### config.mk
export PLATFORM = sky130hd
export DESIGN_NAME = stack_op_sequencer
export DESIGN_NICKNAME = d
export VERILOG_FILES = /design/src/rtl/stack_op_sequencer.sv
export SDC_FILE = /design/constraint.sdc
export NUM_CORES = 1
export LEC_CHECK = 0
export CORE_ASPECT_RATIO = 0.6
export CORE_UTILIZATION = 50
export DETAILED_ROUTE_END_ITERATION = 6
export PLACE_DENSITY = 0.79
export SYNTH_ARGS = -nofsm -noshare
export SYNTH_HDL_FRONTEND = slang
export SYNTH_SLANG_ARGS = --single-unit
### constraint.sdc
create_clock -name clk -period 3.33 [get_ports clk]
set_input_delay 0.4995 -clock clk [delete_from_list [all_inputs] [get_ports clk]]
set_output_delay 0.4995 -clock clk [all_outputs]
set_load 0.01 [all_outputs]
### src/rtl/stack_op_sequencer.sv
// stack_op_sequencer: shares a LIFO stack between two requesters, arbitrates
// round-robin, checks occupancy and sequences multi-cycle ops (ADD, DUP).
module stack_op_sequencer #(
    parameter int WIDTH = 6,
    parameter int DEPTH = 16,
    parameter int CW    = $clog2(DEPTH) + 1
) (
    input  logic             clk,
    input  logic             rst,
    input  logic             req_a,
    input  logic             req_b,
    input  logic [1:0]       op_a,
    input  logic [1:0]       op_b,
    input  logic [WIDTH-1:0] data_a,
    input  logic [WIDTH-1:0] data_b,
    output logic             ack_a,
    output logic             ack_b,
    output logic             err_a,
    output logic             err_b,
    output logic [WIDTH-1:0] rdata,
    output logic             busy,
    output logic             stk_push,
    output logic             stk_pop,
    output logic [WIDTH-1:0] stk_wdata,
    input  logic [WIDTH-1:0] stk_top,
    input  logic [CW-1:0]    stk_count
);

    localparam logic [1:0] OpPush = 2'b00;
    localparam logic [1:0] OpPop  = 2'b01;
    localparam logic [1:0] OpAdd  = 2'b10;
    localparam logic [1:0] OpDup  = 2'b11;

    localparam logic [CW-1:0] FullCount = CW'(DEPTH);
    localparam logic [CW-1:0] TwoCount  = CW'(2);

    typedef enum logic [2:0] {
        StIdle,
        StExec,
        StPop2,
        StPushr,
        StDone
    } state_t;

    state_t           state;
    logic             last_b;     // last grant went to B
    logic             gnt_b;      // current grant is B
    logic [1:0]       cur_op;
    logic             rej;        // current op rejected
    logic [WIDTH-1:0] opnd;
    logic [WIDTH-1:0] result;

    logic             grant_valid;
    logic             grant_b;
    logic [1:0]       sel_op;
    logic [WIDTH-1:0] sel_data;
    logic             legal;
    logic [WIDTH-1:0] sum;

    // Round-robin arbitration and legality check of the candidate op.
    always_comb begin
        grant_valid = req_a | req_b;
        if (req_a && req_b) begin
            grant_b = ~last_b;
        end else begin
            grant_b = req_b;
        end
        sel_op   = grant_b ? op_b : op_a;
        sel_data = grant_b ? data_b : data_a;
        legal    = 1'b0;
        unique case (sel_op)
            OpPush: legal = (stk_count < FullCount);
            OpPop:  legal = (stk_count != '0);
            OpAdd:  legal = (stk_count >= TwoCount);
            OpDup:  legal = (stk_count != '0) && (stk_count < FullCount);
        endcase
        sum = opnd + stk_top;
    end

    // Sequencer FSM. Outputs are registered, so the EXEC-cycle strobes are
    // decided on the grant edge; the stack is idle then, so count/top are stable.
    always_ff @(posedge clk) begin
        if (rst) begin
            state     <= StIdle;
            last_b    <= 1'b1;
            gnt_b     <= 1'b0;
            cur_op    <= OpPush;
            rej       <= 1'b0;
            opnd      <= '0;
            result    <= '0;
            ack_a     <= 1'b0;
            ack_b     <= 1'b0;
            err_a     <= 1'b0;
            err_b     <= 1'b0;
            rdata     <= '0;
            busy      <= 1'b0;
            stk_push  <= 1'b0;
            stk_pop   <= 1'b0;
            stk_wdata <= '0;
        end else begin
            stk_push <= 1'b0;
            stk_pop  <= 1'b0;
            ack_a    <= 1'b0;
            ack_b    <= 1'b0;
            err_a    <= 1'b0;
            err_b    <= 1'b0;
            case (state)
                StIdle: begin
                    if (grant_valid) begin
                        gnt_b  <= grant_b;
                        last_b <= grant_b;
                        cur_op <= sel_op;
                        rej    <= ~legal;
                        busy   <= 1'b1;
                        state  <= StExec;
                        if (legal) begin
                            unique case (sel_op)
                                OpPush: begin
                                    stk_push  <= 1'b1;
                                    stk_wdata <= sel_data;
                                    result    <= sel_data;
                                end
                                OpPop: begin
                                    stk_pop <= 1'b1;
                                    result  <= stk_top;
                                end
                                OpAdd: begin
                                    stk_pop <= 1'b1;
                                    opnd    <= stk_top;
                                end
                                OpDup: begin
                                    stk_push  <= 1'b1;
                                    stk_wdata <= stk_top;
                                    result    <= stk_top;
                                end
                            endcase
                        end
                    end
                end
                StExec: begin
                    if (cur_op == OpAdd && !rej) begin
                        stk_pop <= 1'b1;
                        state   <= StPop2;
                    end else begin
                        ack_a <= ~gnt_b;
                        ack_b <= gnt_b;
                        err_a <= ~gnt_b & rej;
                        err_b <= gnt_b & rej;
                        if (!rej) begin
                            rdata <= result;
                        end
                        state <= StDone;
                    end
                end
                StPop2: begin
                    // stk_top now shows the second operand after the first pop.
                    result    <= sum;
                    stk_push  <= 1'b1;
                    stk_wdata <= sum;
                    state     <= StPushr;
                end
                StPushr: begin
                    ack_a <= ~gnt_b;
                    ack_b <= gnt_b;
                    rdata <= result;
                    state <= StDone;
                end
                StDone: begin
                    busy  <= 1'b0;
                    state <= StIdle;
                end
                default: begin
                    busy  <= 1'b0;
                    state <= StIdle;
                end
            endcase
        end
    end

endmodule

==> metrics.txt, run 1 <==
status complete, no violations; Synth cell types 49; wire length per cell 15.53 µm; Final period util 0.9537; drt first pass iters 4; main flop type after synthesis dfxtp_1; syn_nets 287; Worst path depth 8; Static Leak 0.001081 µW; clk_lat worst skew 0.30 ns; Critical Path End stk_wdata[4]; setup slack, reg-to-reg 0.58 ns; Final Hold Vio Count 0; die width 88.09 µm; via/cell ratio 5.554; slowest stage cell, crit path a221oi_2; remaining antenna violation count 0; Ant. Diodes 0; Worst Skew 0.007993 ns; CP delay by family, top compound AO/OA/AOI/OAI gates; share of layout cells above drive strength 1 0.1327; Synth area leader dfxtp_1; final hold slack 0.4701 ns; CTS buffer count 5; endpoint class of the critical path register; Final min period 3.176 ns; nature of the critical path startpoint input port; first-pass GRT wire length 8956 µm; max-slew violation count 0; Root Buffer clkbuf_8; Pwr per Cell Area 458.4 nW/µm²; RePlAce Congestion 0.9106; Max Cap Viol 0; Starting Density 0.5308; Iter 0 DRT Violations 123; Detail Placement HPWL 4245 µm; final core utilization 0.6876; worst-path cell chain clkdlybuf4s50_1 > a21boi_1 > mux2i_1 > ha_1 > o21ai_4 > a221oi_2 > or2_1 > a311oi_2; Layout Nets 335; multi-input logic area 1335 µm²; HP Class register to register; area share of the largest cell type after synthesis 0.3512; core footprint 4189 µm²; RSZ-0062 raised after global routing false; DRC 0; clk sinks 39; Yosys reg bits 39; Die H 53.66 µm; number of H-tree levels 2; share of synthesized registers carrying an async set or reset 0; Crit Path Class input port to register; Post-synth EDFFs 0; Rows 18; Syn Inst Count 245; reg-to-reg critical path startpoint last_b; post-CTS setup buffers 0; clk slew on worst S/H paths 0.07 ns; Synth Cell Area 2223 µm²; vias in the first global route 1826; Worst path max stage delay 0.56 ns; Critical Path AT 3.34 ns; post-CTS sizing 0; number of fill cells 356; I/O Buffers 49; crit path from req_b; gr usage total 0.2559; Max Clock Freq 0.3149 GHz; I/O pin count 50; die area 4726 µm²; relative slew slack 0.5204; Worst-Margin Slew 0.7179 ns; R2R cell count 7; P&R area growth vs syn 29.54%; sequential area share after synthesis 0.3512; Reg2Reg Capture Point stk_wdata[4]; pin count of the biggest net entering global routing 25; synth warn 0; worst-case clock buffer depth 2; Storage cell area 780.7 µm²; Final WS setup 0.1540 ns; top post-synthesis cells by area dfxtp_1 (35%), mux2i_1 (9.0%), ha_1 (5.6%), nor2_1 (4.6%), a21oi_1 (4.1%); overflow left after global routing 0; Post-CTS Hold Buffers 0; Mapped Avg Cell Area 9.075 µm²; CTS tree yes; Final Setup Violations 0; Worst Path Max Fanout 7; WL final 5496 µm; vias 1966; pre-CTS setup slack -0.07834 ns; Worst EP required 3.49 ns; Buf/Inv on CP 1; Peak supply drop 0.2512 mV; initial antenna violation count 0
-- cells in the mapped netlist, types with 2 or more instances --
cell type / instances
o21a_1: 2
or4_4: 2
or2_2: 5
a21oi_1: 18
buf_2: 5
nor3b_1: 2
o21ai_0: 12
nor2b_1: 4
clkbuf_1: 7
ha_1: 10
a211oi_1: 8
nor4_1: 3
o31ai_1: 4
mux2i_1: 20
nand2_1: 14
inv_1: 12
nor3_1: 7
a211oi_2: 3
and2_1: 3
a22oi_1: 2
dfxtp_1: 39
nand2b_1: 2
o211ai_1: 2
nor2_1: 27
a311oi_2: 5
a31oi_1: 4
-- worst min-delay path by stage --
stage,cells past startpoint,slack [ns],to,startpoint
2_1_floorplan,1,0.42,err_a,gnt_b
3_3_place_gp,1,0.45,busy,busy
3_5_place_dp,1,0.46,busy,busy
4_1_cts,1,0.48,busy,busy
5_1_grt,1,0.50,busy,busy
6_report,1,0.47,busy,busy
-- where the power goes --
group | total (µW) | switching, µW | leakage [µW] | internal, µW
Sequential | 543 | 31.4 | 0.000319 | 512
Clock | 401 | 174 | 0.0000587 | 227
Combinational | 376 | 198 | 0.000703 | 179
Total | 1320 | 403 | 0.00108 | 918
-- registers in the layout (all words and copies together), names as in the netlist, 2 cells and up --
signal / cells
cur_op: 2
opnd: 6
stk_wdata: 6
state: 3
rdata: 6
result: 6
-- worst reg2reg max path, delay by kind of cell (launching register included) --
kind,cells,cell delay (ns)
AOI/OAI and AO/OA,4,1.17
muxes,1,0.50
and+or+nand+nor,1,0.34
DFF,1,0.32
adders and majority gates,1,0.30
-- per-layer routing --
layer / global-route usage / share of wire / wire length, µm
met1: 0.3806 / 0.52 / 2848
met5: 0 / 0 / 0
met3: 0.05061 / 0.061 / 333
met4: 0.06183 / 0.011 / 60
met2: 0.3786 / 0.41 / 2253
-- layout make-up --
class                           instances  area share
Sequential cell                        39      0.2711
Clock inverter                          3     0.01651
Tap cell                               60     0.02606
Timing Repair Buffer                   54      0.1833
Inverter                               12     0.01564
Clock buffer                            5     0.02389
Multi-Input combinational cell        181      0.4635
-- through the flow --
step                      instance area, µm²  total power [µW]  setup TNS [ns]  cells
final                                   2880              1320               0    354
after global routing                    2880              1394               0    354
after CTS                               2880              1324               0    354
after detailed placement                2764             923.0         -0.2810    346
after global placement                  2764             914.6               0    346
after floorplan                         2223             787.0               0    245
-- cell families after synthesis --
group	after synthesis	share of synthesized area
simple gates	80	0.1970
xor+xnor	1	0.003940
buf+inv	25	0.04839
compound gates	69	0.2442
fa+ha+maj	11	0.06528
mux	20	0.09004
flops	39	0.3512
-- cell usage in the layout (no fill, tap or decap), types with 7 or more instances in the layout --
| master | synthesis | routed |
|---|---|---|
| clkdlybuf4s50_1 | 0 | 49 |
| dfxtp_1 | 39 | 39 |
| nor2_1 | 27 | 27 |
| mux2i_1 | 20 | 20 |
| a21oi_1 | 18 | 18 |
| nand2_1 | 14 | 14 |
| inv_1 | 12 | 12 |
| o21ai_0 | 12 | 12 |
| ha_1 | 10 | 10 |
| a211oi_1 | 8 | 8 |
| nor3_1 | 7 | 7 |
(Power assumes the default switching activity.)
==> inputs of run 2 (changes only) <==
Settings changed: ABC_AREA set to 1, CORE_UTILIZATION 50 to 51, PLACE_DENSITY 0.79 to 0.8.
==> run 2 against run 1 <==
Compared with the run above: synthesized cell count increased by 44%; power grew 12%; die area grew 5.9%; maximum frequency up 9.4%; critical path type unchanged.
==> metrics.txt, run 2 <==
status complete, no violations; clk sinks 39 (unchanged); Iter 0 DRT Violations 254 (+110%); Non-Filler Instances 461 (+30%); max-slew violation count 0 (unchanged); pin count of the biggest net entering global routing 29 (+16%); share of layout cells above drive strength 1 0.06733 (-0.06532); gr usage total 0.2535 (-0.002412); Static Leak 0.001425 µW (+32%); setup slack, reg-to-reg 0.91 ns (+0.33 ns); HP Class register to register; Ant. Diodes 0 (unchanged); relative slew slack 0.6953 (+0.1750); switching part of the total 0.3708 (+0.06565); share of synthesized registers carrying an async set or reset 0 (unchanged); nature of the critical path startpoint input port; first-pass GRT wire length 10080 µm (+13%); Peak supply drop 0.3362 mV (+34%); core footprint 4302 µm² (+2.7%); initial antenna violation count 0 (unchanged); finished layout cell area 2982 µm² (+3.5%); WL final 6174 µm (+12%); Internal 933.7 µW (+1.8%); Critical Path AT 3.09 ns (-0.25 ns); vias in the first global route 2116 (+16%); I/O Buffers 49 (unchanged); most frequent cell after synthesis nand2_1; sequential group share of total power 0.399 (-0.013); Yosys reg bits 39 (unchanged); Logic pwr share 0.387 (+0.102); placed cell area 2899 µm² (+4.9%); Net Sw Power 550.2 µW (+37%); CTS buffer count 5 (unchanged); Final Setup Violations 0 (unchanged); top post-synthesis cells by area dfxtp_1 (32%), nand2_1 (14%), nor2_1 (7.2%), inv_1 (6.9%), nand3_1 (5.4%); setup TNS 0 ns (unchanged); largest family of logic cells by synthesized area simple AND/OR/NAND/NOR gates; clk_lat worst skew 0.30 ns (about the same); endpoint class of the critical path register; wire length per cell 13.39 µm (-14%); post-CTS setup buffers 0 (unchanged); Syn Inst Count 354 (+44%); sequential area share after synthesis 0.3245 (-0.02666); Starting Density 0.5593 (+0.02857); via/cell ratio 5.072 (-8.7%); final core utilization 0.6931 (+0.005561); worst hold stages 2 (+1); Adder-Cell Fraction of Synth Area 0.06032 (-0.004956); Post-synth EDFFs 0 (unchanged); Max Cap Viol 0 (unchanged); DRC 0 (unchanged); CTS tree yes; die width 90.68 µm (+2.9%); remaining antenna violation count 0 (unchanged); reg-to-reg critical path startpoint last_b; most common cell after layout, fill and taps aside nand2_1; Layout Nets 443 (+32%); Worst Skew 0.01052 ns (+0.002523 ns); Post-CTS Hold Buffers 0 (unchanged); Synth Cell Area 2406 µm² (+8.2%); area share of the largest cell type after synthesis 0.3245 (-0.02666); worst-case clock buffer depth 2 (unchanged); WHS Endpoint rdata[5]; Crit Path Class input port to register; Die H 55.21 µm (+2.9%); RSZ-0062 raised after global routing false; Max Clock Freq 0.3445 GHz (+9.4%); Post-Place Cells 454 (+31%); xor/xnor share of the synthesized area 0.007280 (+0.003341); top cells by count, synth nand2_1 (90), nor2_1 (46), inv_1 (44); Hold Path Origin result[5]; Clk pwr share 0.214 (-0.089); Final Hold Vio Count 0 (unchanged); Rows 18 (unchanged); clk slew on worst S/H paths 0.08 ns (about the same); Pwr per Cell Area 497.7 nW/µm² (+8.6%); die area 5006 µm² (+5.9%); P&R area growth vs syn 23.92%; Final min period 2.903 ns (-0.2734 ns); Reg2Reg Capture Point stk_wdata[5]; Worst Path Max Fanout 22 (+15); Root Buffer clkbuf_8; Synth cell types 31 (-37%); syn_nets 396 (+38%); vias 2338 (+19%); number of H-tree levels 2 (unchanged); Worst EP required 3.52 ns (+0.03 ns); I/O pin count 50 (unchanged); overflow left after global routing 0 (unchanged); mux share of post-synthesis cell area 0 (-0.09004); R2R cell count 13 (+6); RePlAce Congestion 0.9250 (+1.6%); post-CTS sizing 0 (unchanged); Worst-Margin Slew 0.4543 ns (-0.2636 ns); simple-gate share of the synthesized area 0.4004 (+0.2035); Synth area leader dfxtp_1; synth warn 0 (unchanged); most frequent cells in the layout nand2_1 (90), clkdlybuf4s50_1 (49), nor2_1 (46), inv_1 (44), dfxtp_1 (39); Final period util 0.8716 (-0.08210); Mapped Avg Cell Area 6.797 µm² (-25%); drt first pass iters 6 (+2); Compound-Gate Fraction of Synth Area 0.1024 (-0.1418); Detail Placement HPWL 4601 µm (+8.4%); main flop type after synthesis dfxtp_1
run 2: worst max path at each step:
stage / from / endpoint / slack [ns] / cells past startpoint
final: req_b / stk_wdata[5] / 0.43 / 13
after global routing: req_b / stk_wdata[2] / 0.18 / 11
after CTS: req_b / stk_wdata[5] / 0.48 / 13
after detailed placement: req_b / stk_wdata[5] / 0.18 / 13
after global placement: req_b / stk_wdata[5] / 0.34 / 13
after floorplan: req_b / result[0] / 1.22 / 12
run 2: metrics by stage:
stage / setup slack (ns) / total power (µW) / hold WS, ns
CTS: 0.4754 / 1482 / 0.4635
detailed placement: 0.1823 / 1165 / 0.4524
finish: 0.4274 / 1484 / 0.4583
floorplan: 1.218 / 988.8 / 0.4264
global placement: 0.3406 / 1154 / 0.4506
global route: 0.1824 / 1581 / 0.4783
run 2: final cells by class:
type	instances	area, µm²
repair buffers	50	498.0
fillers	363	1320
clock buffers	5	68.82
inverters	46	172.7
flip-flops and latches	39	780.7
well taps	60	75.07
clock inverters	2	13.76
multi-input cells	259	1373
run 2: power by group through the flow:
| stage | sequential, µW | clock, µW | combinational (µW) |
|---|---|---|---|
| floorplan | 614 | 0 | 375 |
| finish | 592 | 317 | 574 |
| CTS | 592 | 320 | 570 |
| detailed placement | 601 | 0 | 564 |
| global route | 602 | 336 | 642 |
| global placement | 602 | 0 | 552 |
run 2: per-layer routing:
metal	wire length, µm	track usage	up-vias
li1	-	-	1216
met1	3214	0.3879	1016
met2	2263	0.3323	101
met3	657	0.08127	5
met4	39	0.06682	0
met5	0	0	-
run 2: kinds of logic (layout without fill, tap and decap cells):
family | count (synthesis) | in the layout
AO/OA/AOI/OAI | 45 | 45
AND/OR/NAND/NOR | 201 | 201
XOR/XNOR | 2 | 2
flip-flops | 39 | 39
buffers and inverters | 56 | 103
adder cells (fa/ha/maj) | 11 | 11
run 2: critical path: stages:
cell and delay [ns]:
clkdlybuf4s50_1 0.68, nand2_4 0.15, o21ai_0 0.39, inv_1 0.17, ha_1 0.26, a21oi_2 0.14, nand3_2 0.10, nand2_1 0.13
nand2_2 0.25, nand2_1 0.17, nand2_1 0.06, nand2_1 0.05, nor2_1 0.04
==> inputs of run 3 (changes only) <==
Settings changed: SKIP_LAST_GASP set to 1.
==> results of run 3 <==
No change in the layout: final DEF, timing and power equal those of run 2.
